**config.mk**
```make
export PLATFORM = sky130hd
export DESIGN_NAME = module_dsp_mac_flat
export DESIGN_NICKNAME = d
export VERILOG_FILES = /design/src/rtl/module_dsp_mac_pkg.sv /design/src/rtl/module_dsp_mac_if.sv /design/src/rtl/module_dsp_mac_dsp_client_mux.sv /design/src/rtl/module_dsp_mac.sv /design/src/flat_wrapper.sv
export SDC_FILE = /design/constraint.sdc
export NUM_CORES = 1
export LEC_CHECK = 0
export CAP_MARGIN = 15
export CORE_UTILIZATION = 65
export CTS_BUF_LIST = sky130_fd_sc_hd__clkbuf_8 sky130_fd_sc_hd__clkbuf_16
export DETAILED_ROUTE_END_ITERATION = 8
export HOLD_SLACK_MARGIN = 0.03
export PLACE_DENSITY = 0.95
export RECOVER_POWER = 100
export SLEW_MARGIN = 20
export SYNTH_ARGS = -nofsm -noshare
export SYNTH_HDL_FRONTEND = slang
export SYNTH_SLANG_ARGS = --single-unit
```
**constraint.sdc**
```tcl
create_clock -name clk -period 23.4 [get_ports clk]
set_clock_uncertainty 0.1 [all_clocks]
set_input_delay 3.51 -clock clk [delete_from_list [all_inputs] [get_ports clk]]
set_output_delay 3.51 -clock clk [all_outputs]
set_load 0.01 [all_outputs]
```
**src/rtl/module_dsp_mac_pkg.sv**
```systemverilog
// Shared constants and types for the DSP multiply-accumulate responder:
// word widths, opmode field positions, X/Z select codes and named opmodes.
package module_dsp_mac_pkg;

  localparam int DSP_INS_W  = 44;
  localparam int DSP_OUTS_W = 84;

  localparam int A_W = 18;
  localparam int B_W = 18;
  localparam int M_W = 36;
  localparam int P_W = 48;

  // Opmode field positions
  localparam int OPM_X_LSB   = 0;
  localparam int OPM_Z_LSB   = 2;
  localparam int OPM_CIN_BIT = 5;
  localparam int OPM_SUB_BIT = 7;

  // Q17 rescale applied by the Z=P>>>17 path
  localparam int Q_SHIFT = 17;

  typedef enum logic [1:0] {
    X_ZERO = 2'd0,
    X_M    = 2'd1,
    X_P    = 2'd2,
    X_AB   = 2'd3
  } x_sel_e;

  typedef enum logic [1:0] {
    Z_ZERO  = 2'd0,
    Z_ZERO1 = 2'd1,
    Z_P     = 2'd2,
    Z_PSHR  = 2'd3
  } z_sel_e;

  localparam logic [7:0] DSP_OP_NOP  = 8'h00;
  localparam logic [7:0] DSP_OP_MUL  = 8'h01;
  localparam logic [7:0] DSP_OP_MAC  = 8'h09;
  localparam logic [7:0] DSP_OP_MSUB = 8'h89;

endpackage

```
**src/rtl/module_dsp_mac_if.sv**
```systemverilog
// Client <-> DSP bus: owner select, packed client operation words, and the
// broadcast {m, p} result plus the sticky overflow flag.
interface module_dsp_mac_if #(
  parameter int NCLIENTS = 2,
  parameter int OWNER_W  = (NCLIENTS > 1) ? $clog2(NCLIENTS) : 1
);
  import module_dsp_mac_pkg::*;

  logic [OWNER_W-1:0]            owner_sel;
  logic [NCLIENTS*DSP_INS_W-1:0] dsp_ins_flat_all;
  logic [DSP_OUTS_W-1:0]         dsp_outs_flat;
  logic                          p_ovf;

  modport master (
    output owner_sel,
    output dsp_ins_flat_all,
    input  dsp_outs_flat,
    input  p_ovf
  );

  modport slave (
    input  owner_sel,
    input  dsp_ins_flat_all,
    output dsp_outs_flat,
    output p_ovf
  );

endinterface

```
**src/rtl/module_dsp_mac_dsp_client_mux.sv**
```systemverilog
// dsp_client_mux: picks the owning client's 44-bit word out of the flat bus
// and splits it into opmode / a / b. Out-of-range owners read as a NOP word.
module module_dsp_mac_dsp_client_mux
  import module_dsp_mac_pkg::*;
#(
  parameter int NCLIENTS = 2,
  parameter int OWNER_W  = 1
) (
  input  logic [OWNER_W-1:0]            i_owner_sel,
  input  logic [NCLIENTS*DSP_INS_W-1:0] i_ins_flat,
  output logic [7:0]                    o_opmode,
  output logic signed [A_W-1:0]         o_a,
  output logic signed [B_W-1:0]         o_b
);

  logic [DSP_INS_W-1:0] w_word;

  // Owner decode: default to the all-zero idle word
  always_comb begin
    w_word = {DSP_OP_NOP, {(A_W+B_W){1'b0}}};
    for (int k = 0; k < NCLIENTS; k++) begin
      if (i_owner_sel == OWNER_W'(k)) begin
        w_word = i_ins_flat[k*DSP_INS_W +: DSP_INS_W];
      end
    end
  end

  assign o_opmode = w_word[DSP_INS_W-1 -: 8];
  assign o_a      = w_word[A_W+B_W-1 -: A_W];
  assign o_b      = w_word[B_W-1:0];

endmodule

```
**src/rtl/module_dsp_mac.sv**
```systemverilog
// Shared fixed-point MAC responder: S1 input register, S2 multiply register,
// S3 48-bit post-add/accumulate with a sticky signed-overflow flag.
// Build option DSP_MREG_EN: when defined, S2 is a real register (m=2, p=3
// cycle latency); when undefined, S2 is combinational (m=1, p=2).
module module_dsp_mac
  import module_dsp_mac_pkg::*;
#(
  parameter int NCLIENTS = 2,
  parameter int OWNER_W  = (NCLIENTS > 1) ? $clog2(NCLIENTS) : 1
) (
  input logic             clk,
  input logic             reset_n,
  module_dsp_mac_if.slave bus
);

  function automatic logic signed [P_W-1:0] f_sext48(input logic signed [M_W-1:0] v);
    return {{(P_W-M_W){v[M_W-1]}}, v};
  endfunction

  function automatic logic signed [P_W-1:0] f_q17_rescale(input logic signed [P_W-1:0] v);
    return v >>> Q_SHIFT;
  endfunction

  // Exact (non-wrapping) result, two guard bits above the 48-bit range
  function automatic logic signed [P_W+1:0] f_exact(input logic signed [P_W-1:0] z,
                                                    input logic signed [P_W-1:0] x,
                                                    input logic cin,
                                                    input logic sub);
    logic signed [P_W+1:0] zx;
    logic signed [P_W+1:0] xx;
    zx = {{2{z[P_W-1]}}, z};
    xx = {{2{x[P_W-1]}}, x} + {{(P_W+1){1'b0}}, cin};
    return sub ? (zx - xx) : (zx + xx);
  endfunction

  function automatic logic f_ovf48(input logic signed [P_W+1:0] v);
    return !((v[P_W+1] == v[P_W]) && (v[P_W] == v[P_W-1]));
  endfunction

  logic [7:0]              w_op_p0;
  logic signed [A_W-1:0]   w_a_p0;
  logic signed [B_W-1:0]   w_b_p0;

  logic [7:0]              r_op_p1;
  logic signed [A_W-1:0]   r_a_p1;
  logic signed [B_W-1:0]   r_b_p1;
  logic signed [M_W-1:0]   w_prod_p1;
  logic signed [M_W-1:0]   w_ab_p1;

  logic [7:0]              w_op_p2;
  logic signed [M_W-1:0]   w_m_p2;
  logic signed [M_W-1:0]   w_ab_p2;

  logic signed [P_W-1:0]   w_x_p2;
  logic signed [P_W-1:0]   w_z_p2;
  logic signed [P_W+1:0]   w_exact_p2;
  logic                    w_ovf_p2;
  logic                    w_clr_p2;

  logic signed [P_W-1:0]   r_p_p3;
  logic                    r_ovf_p3;

  logic                    w_unused_rsvd;

  module_dsp_mac_dsp_client_mux #(
    .NCLIENTS (NCLIENTS),
    .OWNER_W  (OWNER_W)
  ) u_client_mux (
    .i_owner_sel (bus.owner_sel),
    .i_ins_flat  (bus.dsp_ins_flat_all),
    .o_opmode    (w_op_p0),
    .o_a         (w_a_p0),
    .o_b         (w_b_p0)
  );

  // ---- S1: input register ----
  // Capture the owning client's word every cycle
  always_ff @(posedge clk or negedge reset_n) begin
    if (!reset_n) begin
      r_op_p1 <= '0;
      r_a_p1  <= '0;
      r_b_p1  <= '0;
    end else begin
      r_op_p1 <= w_op_p0;
      r_a_p1  <= w_a_p0;
      r_b_p1  <= w_b_p0;
    end
  end

  assign w_prod_p1 = M_W'(r_a_p1) * M_W'(r_b_p1);
  assign w_ab_p1   = {r_a_p1, r_b_p1};

  // ---- S2: multiply register ----
`ifdef DSP_MREG_EN
  logic [7:0]            r_op_p2;
  logic signed [M_W-1:0] r_m_p2;
  logic signed [M_W-1:0] r_ab_p2;

  // Register product, opmode and concatenated A:B
  always_ff @(posedge clk or negedge reset_n) begin
    if (!reset_n) begin
      r_op_p2 <= '0;
      r_m_p2  <= '0;
      r_ab_p2 <= '0;
    end else begin
      r_op_p2 <= r_op_p1;
      r_m_p2  <= w_prod_p1;
      r_ab_p2 <= w_ab_p1;
    end
  end

  assign w_op_p2 = r_op_p2;
  assign w_m_p2  = r_m_p2;
  assign w_ab_p2 = r_ab_p2;
`else
  assign w_op_p2 = r_op_p1;
  assign w_m_p2  = w_prod_p1;
  assign w_ab_p2 = w_ab_p1;
`endif

  // Opmode bits 4 and 6 are reserved
  assign w_unused_rsvd = ^{w_op_p2[6], w_op_p2[4]};

  // Decode X/Z operands and form the exact post-adder result
  always_comb begin
    w_x_p2 = '0;
    w_z_p2 = '0;
    case (x_sel_e'(w_op_p2[OPM_X_LSB +: 2]))
      X_M:     w_x_p2 = f_sext48(w_m_p2);
      X_P:     w_x_p2 = r_p_p3;
      X_AB:    w_x_p2 = f_sext48(w_ab_p2);
      default: w_x_p2 = '0;
    endcase
    case (z_sel_e'(w_op_p2[OPM_Z_LSB +: 2]))
      Z_P:     w_z_p2 = r_p_p3;
      Z_PSHR:  w_z_p2 = f_q17_rescale(r_p_p3);
      default: w_z_p2 = '0;
    endcase
    w_exact_p2 = f_exact(w_z_p2, w_x_p2, w_op_p2[OPM_CIN_BIT], w_op_p2[OPM_SUB_BIT]);
    w_ovf_p2   = f_ovf48(w_exact_p2);
    // X=0, Z in {0,1}, add: the clear op
    w_clr_p2   = (w_op_p2[OPM_X_LSB +: 2] == X_ZERO) && !w_op_p2[OPM_Z_LSB+1]
                 && !w_op_p2[OPM_SUB_BIT];
  end

  // ---- S3: P register ----
  // Wrap P mod 2^48; overflow sets the sticky flag, only the clear op drops it
  always_ff @(posedge clk or negedge reset_n) begin
    if (!reset_n) begin
      r_p_p3   <= '0;
      r_ovf_p3 <= 1'b0;
    end else begin
      r_p_p3   <= w_exact_p2[P_W-1:0];
      r_ovf_p3 <= w_ovf_p2 | (r_ovf_p3 & ~w_clr_p2);
    end
  end

  assign bus.dsp_outs_flat = {w_m_p2, r_p_p3};
  assign bus.p_ovf         = r_ovf_p3;

endmodule

```
**src/flat_wrapper.sv**
```systemverilog
// flat-port wrapper written by rule: the top's interface ports become plain ports
module module_dsp_mac_flat import module_dsp_mac_pkg::*;
#(
  parameter int NCLIENTS = 2,
  parameter int OWNER_W  = (NCLIENTS > 1) ? $clog2(NCLIENTS) : 1
)
  (clk, reset_n, bus_owner_sel, bus_dsp_ins_flat_all, bus_dsp_outs_flat, bus_p_ovf);
  module_dsp_mac_if #(.NCLIENTS(NCLIENTS), .OWNER_W(OWNER_W)) bus_i ();
  input logic clk;
  input logic reset_n;
  input wire logic [$bits(bus_i.owner_sel)-1:0] bus_owner_sel;
  input wire logic [$bits(bus_i.dsp_ins_flat_all)-1:0] bus_dsp_ins_flat_all;
  output wire logic [$bits(bus_i.dsp_outs_flat)-1:0] bus_dsp_outs_flat;
  output wire logic [$bits(bus_i.p_ovf)-1:0] bus_p_ovf;
  assign bus_i.owner_sel = bus_owner_sel;
  assign bus_i.dsp_ins_flat_all = bus_dsp_ins_flat_all;
  assign bus_dsp_outs_flat = bus_i.dsp_outs_flat;
  assign bus_p_ovf = bus_i.p_ovf;
  module_dsp_mac #(.NCLIENTS(NCLIENTS), .OWNER_W(OWNER_W)) u_core (.clk(clk), .reset_n(reset_n), .bus(bus_i));
endmodule
```
; ---- Word level (Yosys, flattened, before mapping)
; Index checks and enable logic that the tools add are counted.
[word_totals]
wordCells = 30
ff_bits = 93
in_bits = 91
output_inout_bits = 85
[classes]
mul = 1
add_sub_neg = 3
n_eq_ne = 7
reduce_logical = 7
bitwise_logic = 3
n_mux = 4
[op_table]
columns = op, n
row1 = 48-bit one-hot mux with 3 select lines, 1
row2 = 48-bit one-hot mux with 2 select lines, 1
row3 = 48-bit by 49-bit adder with 50-bit output, 1
row4 = 50-bit two-way mux, 1
row5 = 48-bit by 49-bit subtractor with 50-bit output, 1
row6 = 48-bit by 2-bit adder with 49-bit output, 1
row7 = 44-bit two-way mux, 1
row8 = 18-bit by 18-bit multiplier with 36-bit output, 1
row9 = 2-bit equality test (second input constant), 4
row10 = 1-bit logical AND, 3
row11 = 1-bit zero test, 3
row12 = 1-bit equality test, 2
row13 = 2-bit by 1-bit equality test with 1-bit output (second input constant), 1
row14 = 2-bit zero test, 1
row15 = 1-bit AND, 1
row16 = 1-bit inverter, 1
row17 = 1-bit bitwise OR, 1

; ---- Depth between registers and ports, before layout
; Gate-level depths: netlist (run 1).
[logic_depth]
depth_word = 9
depth_mapped = 48
ltp_nobuf = 45

; ---- Cells and area by module
; Synthesis (run 1) repeated with hierarchy kept, for this count alone.
[hier_totals]
hier_cells = 2640
area_unflattened_um2 = 22929.5
[modules_own_cells]
columns = module, n_inst, area_each_um2, seq_area_each_um2, cells_per_inst
row1 = module_dsp_mac, 1, 22192.5, 2277.2, 2591
row2 = module_dsp_mac_dsp_client_mux, 1, 737.0, 0.0, 49

; ---- Worst setup path after synthesis (run 1)
; No wires, ideal clock.
[synth_timing]
path_kind = reg2reg
startpoint = reg u_core.r_a_p1[5]
endpoint = reg u_core.r_ovf_p3 (netlist: u_core.bus.p_ovf)
setup_time_ns = 0.124
slack_ns = 12.778
required_ns = 23.176
arrival_time_ns = 10.398
period_less_slack_ns = 10.622
n_path_buf = 4
stages_incl_launch_ff = 46
path_cell_list = dfrtp_1 > clkbuf_1 > clkbuf_1 > nand2_1 > fa_1 > inv_1 > fa_1 > inv_1 > fa_1 > inv_1 > fa_1 > fa_1 > inv_1 > fa_1 > inv_1 > ha_1 > buf_2 > a21oi_2 > (+10 left out) > a221o_1 > a21oi_2 > and3_1 > a31oi_1 > xor2_1 > ha_1 > a21boi_0 > o21ai_0 > nand2b_1 > a21oi_1 > nand3_1 > a311o_1 > and3_1 > o31ai_1 > o22a_1 > nand3_1 > a211oi_1 > nor2_1
[synth_via]
elab_chain_cells = 9
word_cells_on_any_way = 11
classes_between = add/sub (3) / mul (1) / eq/ne (2) / mux (2) / bitwise (1) / reduce/logical (2)
[synth_lines]
columns = element, line_no
row1 = "start, declared", module_dsp_mac.sv:45  ; logic signed [A_W-1:0] r_a_p1;
row2 = "start signal, assigned", module_dsp_mac.sv:85  ; r_a_p1 <= w_a_p0;
row3 = 18-bit by 18-bit multiplier with 36-bit output, module_dsp_mac.sv:90  ; assign w_prod_p1 = M_W'(r_a_p1) * M_W'(r_b_p1);
row4 = 48-bit one-hot mux with 3 select lines (*), module_dsp_mac.sv:128  ; case (x_sel_e'(w_op_p2[OPM_X_LSB +: 2]))
row5 = 48-bit by 2-bit adder with 49-bit output (*), module_dsp_mac.sv:32  ; xx = {{2{x[P_W-1]}}, x} + {{(P_W+1){1'b0}}, cin};
row6 = 48-bit by 49-bit adder with 50-bit output or 48-bit by 49-bit subtractor with 50-bit output (tied branches), module_dsp_mac.sv:33  ; return sub ? (zx - xx) : (zx + xx);
row7 = 50-bit two-way mux (*), module_dsp_mac.sv:33
row8 = 1-bit equality test, module_dsp_mac.sv:37  ; return !((v[P_W+1] == v[P_W]) && (v[P_W] == v[P_W-1]));
row9 = 1-bit logical AND (*), module_dsp_mac.sv:37
row10 = 1-bit zero test (*), module_dsp_mac.sv:37
row11 = 1-bit bitwise OR (*), module_dsp_mac.sv:154  ; r_ovf_p3 <= w_ovf_p2 | (r_ovf_p3 & ~w_clr_p2);
row12 = "end signal, assigned", module_dsp_mac.sv:154
row13 = "end, declared", module_dsp_mac.sv:61  ; logic r_ovf_p3;
; Mark *: on every way between the ends. The rest lies on a longest branch, timed or not.

; ---- Worst setup path in the final report (run 1)
[layout_timing]
startpoint = reg u_core.r_b_p1[16]
endpoint = reg u_core.r_ovf_p3 (netlist: u_core.bus.p_ovf)
[layout_via]
elab_chain_cells = 9
word_cells_on_any_way = 11
classes_between = add/sub (3) / mul (1) / eq/ne (2) / mux (2) / bitwise (1) / reduce/logical (2)
[layout_lines]
columns = element, line_no
row1 = "start, declared", module_dsp_mac.sv:46  ; logic signed [B_W-1:0] r_b_p1;
row2 = "start signal, assigned", module_dsp_mac.sv:86  ; r_b_p1 <= w_b_p0;
row3 = 18-bit by 18-bit multiplier with 36-bit output, module_dsp_mac.sv:90
row4 = 48-bit one-hot mux with 3 select lines (*), module_dsp_mac.sv:128
row5 = 48-bit by 2-bit adder with 49-bit output (*), module_dsp_mac.sv:32
row6 = 48-bit by 49-bit adder with 50-bit output or 48-bit by 49-bit subtractor with 50-bit output (tied branches), module_dsp_mac.sv:33
row7 = 50-bit two-way mux (*), module_dsp_mac.sv:33
row8 = 1-bit equality test, module_dsp_mac.sv:37
row9 = 1-bit logical AND (*), module_dsp_mac.sv:37
row10 = 1-bit zero test (*), module_dsp_mac.sv:37
row11 = 1-bit bitwise OR (*), module_dsp_mac.sv:154
; Marked as above.

==> results of run 1 <==
## kinds of logic (layout without fill, tap and decap cells)
| kind of cell | count (synthesis) | count (layout) |
|---|---|---|
| multiplexers | 113 | 113 |
| AND/OR/NAND/NOR | 906 | 906 |
| buffers and inverters | 564 | 631 |
| AO/OA/AOI/OAI | 461 | 461 |
| adder cells (fa/ha/maj) | 475 | 475 |
| flip-flops | 91 | 91 |
| XOR/XNOR | 146 | 146 |
## layer usage
metal | GRT usage (%) | share of wire [%]
met5 | 0 | 0
met3 | 7.97 | 9.9
met2 | 65.0 | 47
met1 | 48.4 | 36
met4 | 26.6 | 7.3
## worst max-delay path, delay by kind of cell, from the launching register on
family	cells	cell delay, ns
AOI/OAI and AO/OA	16	5.57
xor gates and xnor gates	2	0.56
adders and majority gates	8	3.99
buffers and inverters	3	0.16
DFF	1	0.95
and+or+nand+nor	10	1.44
## sequential cells by signal, indices dropped and copies added, names as in the netlist
register and flops:
u_core.bus.p_ovf 1, u_core.r_a_p1 18, u_core.r_b_p1 18, u_core.r_op_p1 6, u_core.r_p_p3 48
## cell usage in the layout, fill, tap and decap left out, types with 17 or more instances in the layout
cell | synthesis | routed
inv_1 | 424 | 424
fa_1 | 330 | 330
nand2_1 | 263 | 263
and2_1 | 184 | 175
nor2_1 | 148 | 148
ha_1 | 145 | 145
a21oi_1 | 116 | 116
clkdlybuf4s50_1 | 0 | 94
dfrtp_1 | 91 | 91
xnor2_1 | 87 | 87
dlygate4sd3_1 | 0 | 75
o21ai_0 | 63 | 68
mux2i_1 | 59 | 59
xor2_1 | 58 | 58
mux2_2 | 54 | 53
nor2b_1 | 50 | 51
nand3_1 | 47 | 47
a21o_1 | 44 | 44
nor3_1 | 42 | 42
a211oi_1 | 32 | 32
and3_1 | 32 | 32
nand2b_1 | 23 | 23
a31oi_1 | 22 | 22
nand4_1 | 19 | 19
o21a_1 | 18 | 18
or3_1 | 17 | 17
buf_4 | 0 | 17
## layout make-up
| class | instances | area [um2] |
|---|---|---|
| Multi-Input combinational cell | 2101 | 18800 |
| Fill cell | 2568 | 9940 |
| Sequential cell | 91 | 2280 |
| Timing Repair Buffer | 190 | 1830 |
| Inverter | 425 | 1600 |
| Tap cell | 461 | 577 |
| Clock buffer | 10 | 239 |
| Clock inverter | 6 | 93.8 |
## path summary, 6_finish.rpt
kind,depth (start not counted),to,start,slack [ns]
worst max-delay path,39,u_core.bus.p_ovf$_DFF_PN0_,u_core.r_b_p1[16]$_DFF_PN0_,10.47
worst min-delay path,4,u_core.bus.p_ovf$_DFF_PN0_,u_core.bus.p_ovf$_DFF_PN0_,0.67
worst max register to register,39,u_core.bus.p_ovf$_DFF_PN0_,u_core.r_b_p1[16]$_DFF_PN0_,10.47
worst min register to register,4,u_core.bus.p_ovf$_DFF_PN0_,u_core.bus.p_ovf$_DFF_PN0_,0.67
max in group asynchronous,2,u_core.r_p_p3[31]$_DFF_PN0_,reset_n,15.51
min in group asynchronous,1,u_core.r_a_p1[3]$_DFF_PN0_,reset_n,3.39
## stage by stage
stage	instance area [um2]	utilization, %	hold WS, ns	setup slack, ns
2_1_floorplan	23300	-	0.581	12.78
3_3_place_gp	25200	71.1	0.579	11.30
3_5_place_dp	25200	71.1	0.656	11.15
4_1_cts	25500	72.0	0.674	11.05
5_1_grt	25500	71.9	0.733	9.80
6_report	25500	71.9	0.674	10.47
==> metrics.md, run 1 <==
| Metric | Value |
|---|---|
| Max-cap violation count | 4 |
| Status | finished with violations |
| Mux cell area share after synthesis | 5.14% |
| Via Count | 21100 |
| WP data arrival | 13.11 ns |
| Mean Syn Cell Area | 8.46 um2 |
| Rel. slew slack | -150% |
| # rows | 69 |
| Adder-cell area share of the yosys netlist | 36.1% |
| Post-synth EDFFs | 0 |
| Worst Setup Start Kind | flip-flop |
| Period Utilization, post-route | 55.3% |
| GRT overflow | 0 |
| Yosys warning count | 0 |
| Hpwl dp | 55.1 mm |
| DIE AREA | 36600 um2 |
| Synth area leader | fa_1 |
| CP most frequent cell | fa_1 |
| Drt drc | 0 |
| Crit-path max FO | 20 |
| Horiz. Die Dim | 191 um |
| Post-synth top cells | inv_1, fa_1, nand2_1 |
| First DRT Iteration DRCs | 1960 |
| Placed Cells | 3268 |
| Core area | 35400 um2 |
| CTS tree | done |
| Synth Area in XOR/XNOR | 5.54% |
| Top-count cell post-synth | inv_1 |
| Final GP Congestion | 0.963 |
| Slowest stage delay, CP | 0.95 ns |
| FF+latch count, synth | 91 |
| Ports | 176 |
| Mapped Area | 23300 um2 |
| CP Capture Type | flip-flop |
| Clk root buf | clkbuf_16 |
| Final wirelength | 70.6 mm |
| Largest net degree at the start of global routing | 67 |
| Routed WL per cell | 21.5 um |
| Setup Fix Bufs, Post-CTS | 0 |
| Number of global-route vias before repair | 22500 |
| Worst-Margin Slew | 3.75 ns |
| Area grow syn2layout | 9.15% |
| Post-synthesis compound-gate area fraction | 13.7% |
| Post-CTS sizing | 0 |
| CP max stage cell | dfrtp_1 |
| Syn Inst Count | 2756 |
| Layout cells sized above 1 | 4.71% |
| CTS buffer count | 9 |
| Clock Path Buffers | 2 |
| Initial Utilization | 65.9% |
| Largest cells by area after synthesis | fa_1, dfrtp_1, ha_1, inv_1, and2_1 |
| Fin cells | 3284 |
| Depth of the CTS H-tree | 3 |
| Syn nets | 3322 |
| IO buf count | 171 |
| Hold crit path type | reg -> reg |
| Top-area cell type share of the netlist area | 28.3% |
| Setup TNS | 0 ns |
| Antenna cells | 0 |
| RSZ-0062 raised after global routing | no |
| Largest family of logic cells by synthesized area | adder cells |
| All-Layer GR Usage | 40.0% |
| Die height | 191 um |
| Tmin final | 12.93 ns |
| Register area share after synthesis | 9.76% |
| CTS Sinks | 91 |
| Final Hold Fails | 0 |
| Async S/R FF share, synth | 100% |
| Synth Flop Type | dfrtp_1 |
| Clock Pin Slew Worst Setup and Hold Paths | 0.08 ns |
| Post-Synth Simple-Gate Area | 20.3% |
| Maximum clock frequency | 77.3 MHz |
| Initial antenna violation count | 0 |
| Drt via density | 6.43 |
| Yosys cell types | 110 |
| Hold buffer count at CTS | 0 |
| Final setup fails | 0 |
| Clk_lat worst skew | 0.40 ns |
| DR pass1 iterations | 8 |
| Slew Viols, Final | 196 |
| Final #Nets | 3384 |
| Worst Path Required | 23.58 ns |
| Setup Crit Path Kind | reg -> reg |
| Antenna viol nets, final | 0 |
| First-pass GRT wire length | 114 mm |
| Failing checks | max-capacitance violations, max-slew violations |
Power of run 1 is left out: the tool's default activity adds up to more than one toggle a clock period on the data nets, which glitch-free logic cannot reach.
==> run 2, diff against run 1 <==
- CORE_UTILIZATION: 65 -> 56
- PLACE_DENSITY: 0.95 -> 0.91
- clock period: 23.4 -> 11.6 ns (I/O delays scaled with it)
==> metrics.md, run 2 (synthesized netlist as in run 1, its figures left out) <==
| Metric | Value |
|---|---|
| Status | finished with violations |
| Failing checks | design-rule violations, max-capacitance violations, max-slew violations |
| Initial Utilization | 57.0% |
| DIE AREA | 42500 um2 |
| Max-cap violation count | 2 |
| CTS buffer count | 9 |
| Largest registers | u_core.r_p_p3 (48), u_core.r_a_p1 (18), u_core.r_b_p1 (18) |
| Depth of the CTS H-tree | 3 |
| # rows | 74 |
| Horiz. Die Dim | 206 um |
| First-pass GRT wire length | 118 mm |
| Final setup fails | 0 |
| Pre-CTS setup slack | -0.0363 ns |
| Number of global-route vias before repair | 22800 |
| Setup Crit Path Kind | reg -> reg |
| Maximum clock frequency | 88.8 MHz |
| Setup TNS | 0 ns |
| DR pass1 iterations | 8 |
| Clk root buf | clkbuf_16 |
| Final GP Congestion | 0.972 |
| Tmin final | 11.27 ns |
| Hold buffer count at CTS | 0 |
| Slowest stage delay, CP | 0.58 ns |
| First DRT Iteration DRCs | 2272 |
| Via Count | 21700 |
| DR WL met2 | 34.5 mm |
| Period Utilization, post-route | 97.1% |
| CP most frequent cell | fa_1 |
| Worst-Margin Slew | 3.02 ns |
| Die height | 206 um |
| Final Hold Fails | 0 |
| Routed WL per cell | 21.4 um |
| WP data arrival | 11.44 ns |
| Drt drc | 1 |
| Commonest non-fill, non-tap cell in the layout | inv_1 |
| WL met3 | 7.60 mm |
| Crit-path max FO | 10 |
| Rel. slew slack | -101% |
| Hold crit path type | reg -> reg |
| CP Capture Type | flip-flop |
| Final wirelength | 74.3 mm |
| Layout cells sized above 1 | 10.8% |
| Slew Viols, Final | 93 |
| IO buf count | 171 |
| Hpwl dp | 58.7 mm |
| Max reg flops | 48 |
| Biggest register | u_core.r_p_p3 |
| GRT overflow | 0 |
| Final instance area | 26700 um2 |
| Clk_lat worst skew | 0.39 ns |
| Area grow syn2layout | 14.4% |
| Antenna viol nets, final | 0 |
| CTS tree | done |
| CP max stage cell | or4b_4 |
| Core area | 40900 um2 |
| Top routing layer used | met4 |
| Final core utilization | 65.2% |
| Clock Pin Slew Worst Setup and Hold Paths | 0.08 ns |
| Antenna cells | 0 |
| WL met1 | 26.9 mm |
| Ports | 176 |
| Initial antenna violation count | 1 |
| Clock Path Buffers | 2 |
| Final #Nets | 3499 |
| Worst setup margin | 0.334 ns |
| Largest net degree at the start of global routing | 73 |
| Fill cell count | 3170 |
| Drt via density | 6.24 |
| All-Layer GR Usage | 35.6% |
| Worst Path Required | 11.77 ns |
| CTS Sinks | 91 |
| Worst Setup Start Kind | flip-flop |
| Most frequent cells in the layout | inv_1, fa_1, nand2_1 |
| Cell Area, Placed | 26000 um2 |
run 2: path summary, 6_finish.rpt:
kind	from	depth (start not counted)	slack, ns	endpoint
min in group asynchronous	reset_n	1	1.47	u_core.r_b_p1[10]$_DFF_PN0_
max in group asynchronous	reset_n	3	4.95	u_core.r_a_p1[8]$_DFF_PN0_
worst max register to register	u_core.r_b_p1[8]$_DFF_PN0_	42	0.33	u_core.bus.p_ovf$_DFF_PN0_
worst max-delay path	u_core.r_b_p1[8]$_DFF_PN0_	42	0.33	u_core.bus.p_ovf$_DFF_PN0_
worst min-delay path	u_core.bus.p_ovf$_DFF_PN0_	4	0.67	u_core.bus.p_ovf$_DFF_PN0_
worst min register to register	u_core.bus.p_ovf$_DFF_PN0_	4	0.67	u_core.bus.p_ovf$_DFF_PN0_
run 2: cell type report:
cell class                      instances  area, um2  area share (%)
Timing Repair Buffer                  305       2700            10.1
Clock inverter                          7       81.3           0.305
Multi-Input combinational cell       2101      19100            71.5
Sequential cell                        91       2320            8.69
Tap cell                              532        666            2.49
Clock buffer                            9        225           0.844
Inverter                              425       1600            5.99
run 2: through the flow:
| step | hold WS [ns] | std cells |
|---|---|---|
| 6_report | 0.665 | 3470 |
| 5_1_grt | 0.737 | 3470 |
| 4_1_cts | 0.662 | 3450 |
| 3_5_place_dp | 0.634 | 3434 |
| 3_3_place_gp | 0.611 | 3434 |
| 2_1_floorplan | 0.581 | 2756 |
run 2: metal layers:
metal	GRT usage (%)	vias up
li1	-	9390
met1	43.8	10500
met2	57.8	1371
met3	7.24	373
met4	21.2	0
met5	0	-
run 2: timing repair:
item / in CTS / in global routing
setup buffers: 0 / 19
resized for setup: 2 / 80
endpoints found under the setup margin: 1 / 4
pin swaps: 0 / 6
run 2: critical path: cells and delay by family (launching register included):
family,cells,cell delay [ns]
and+or+nand+nor,11,2.45
DFF,1,0.50
muxes,1,0.22
buffers and inverters,6,0.65
adders and majority gates,8,3.91
xor gates and xnor gates,1,0.23
AOI/OAI and AO/OA,15,3.09
Power of run 2 is left out for the same reason.
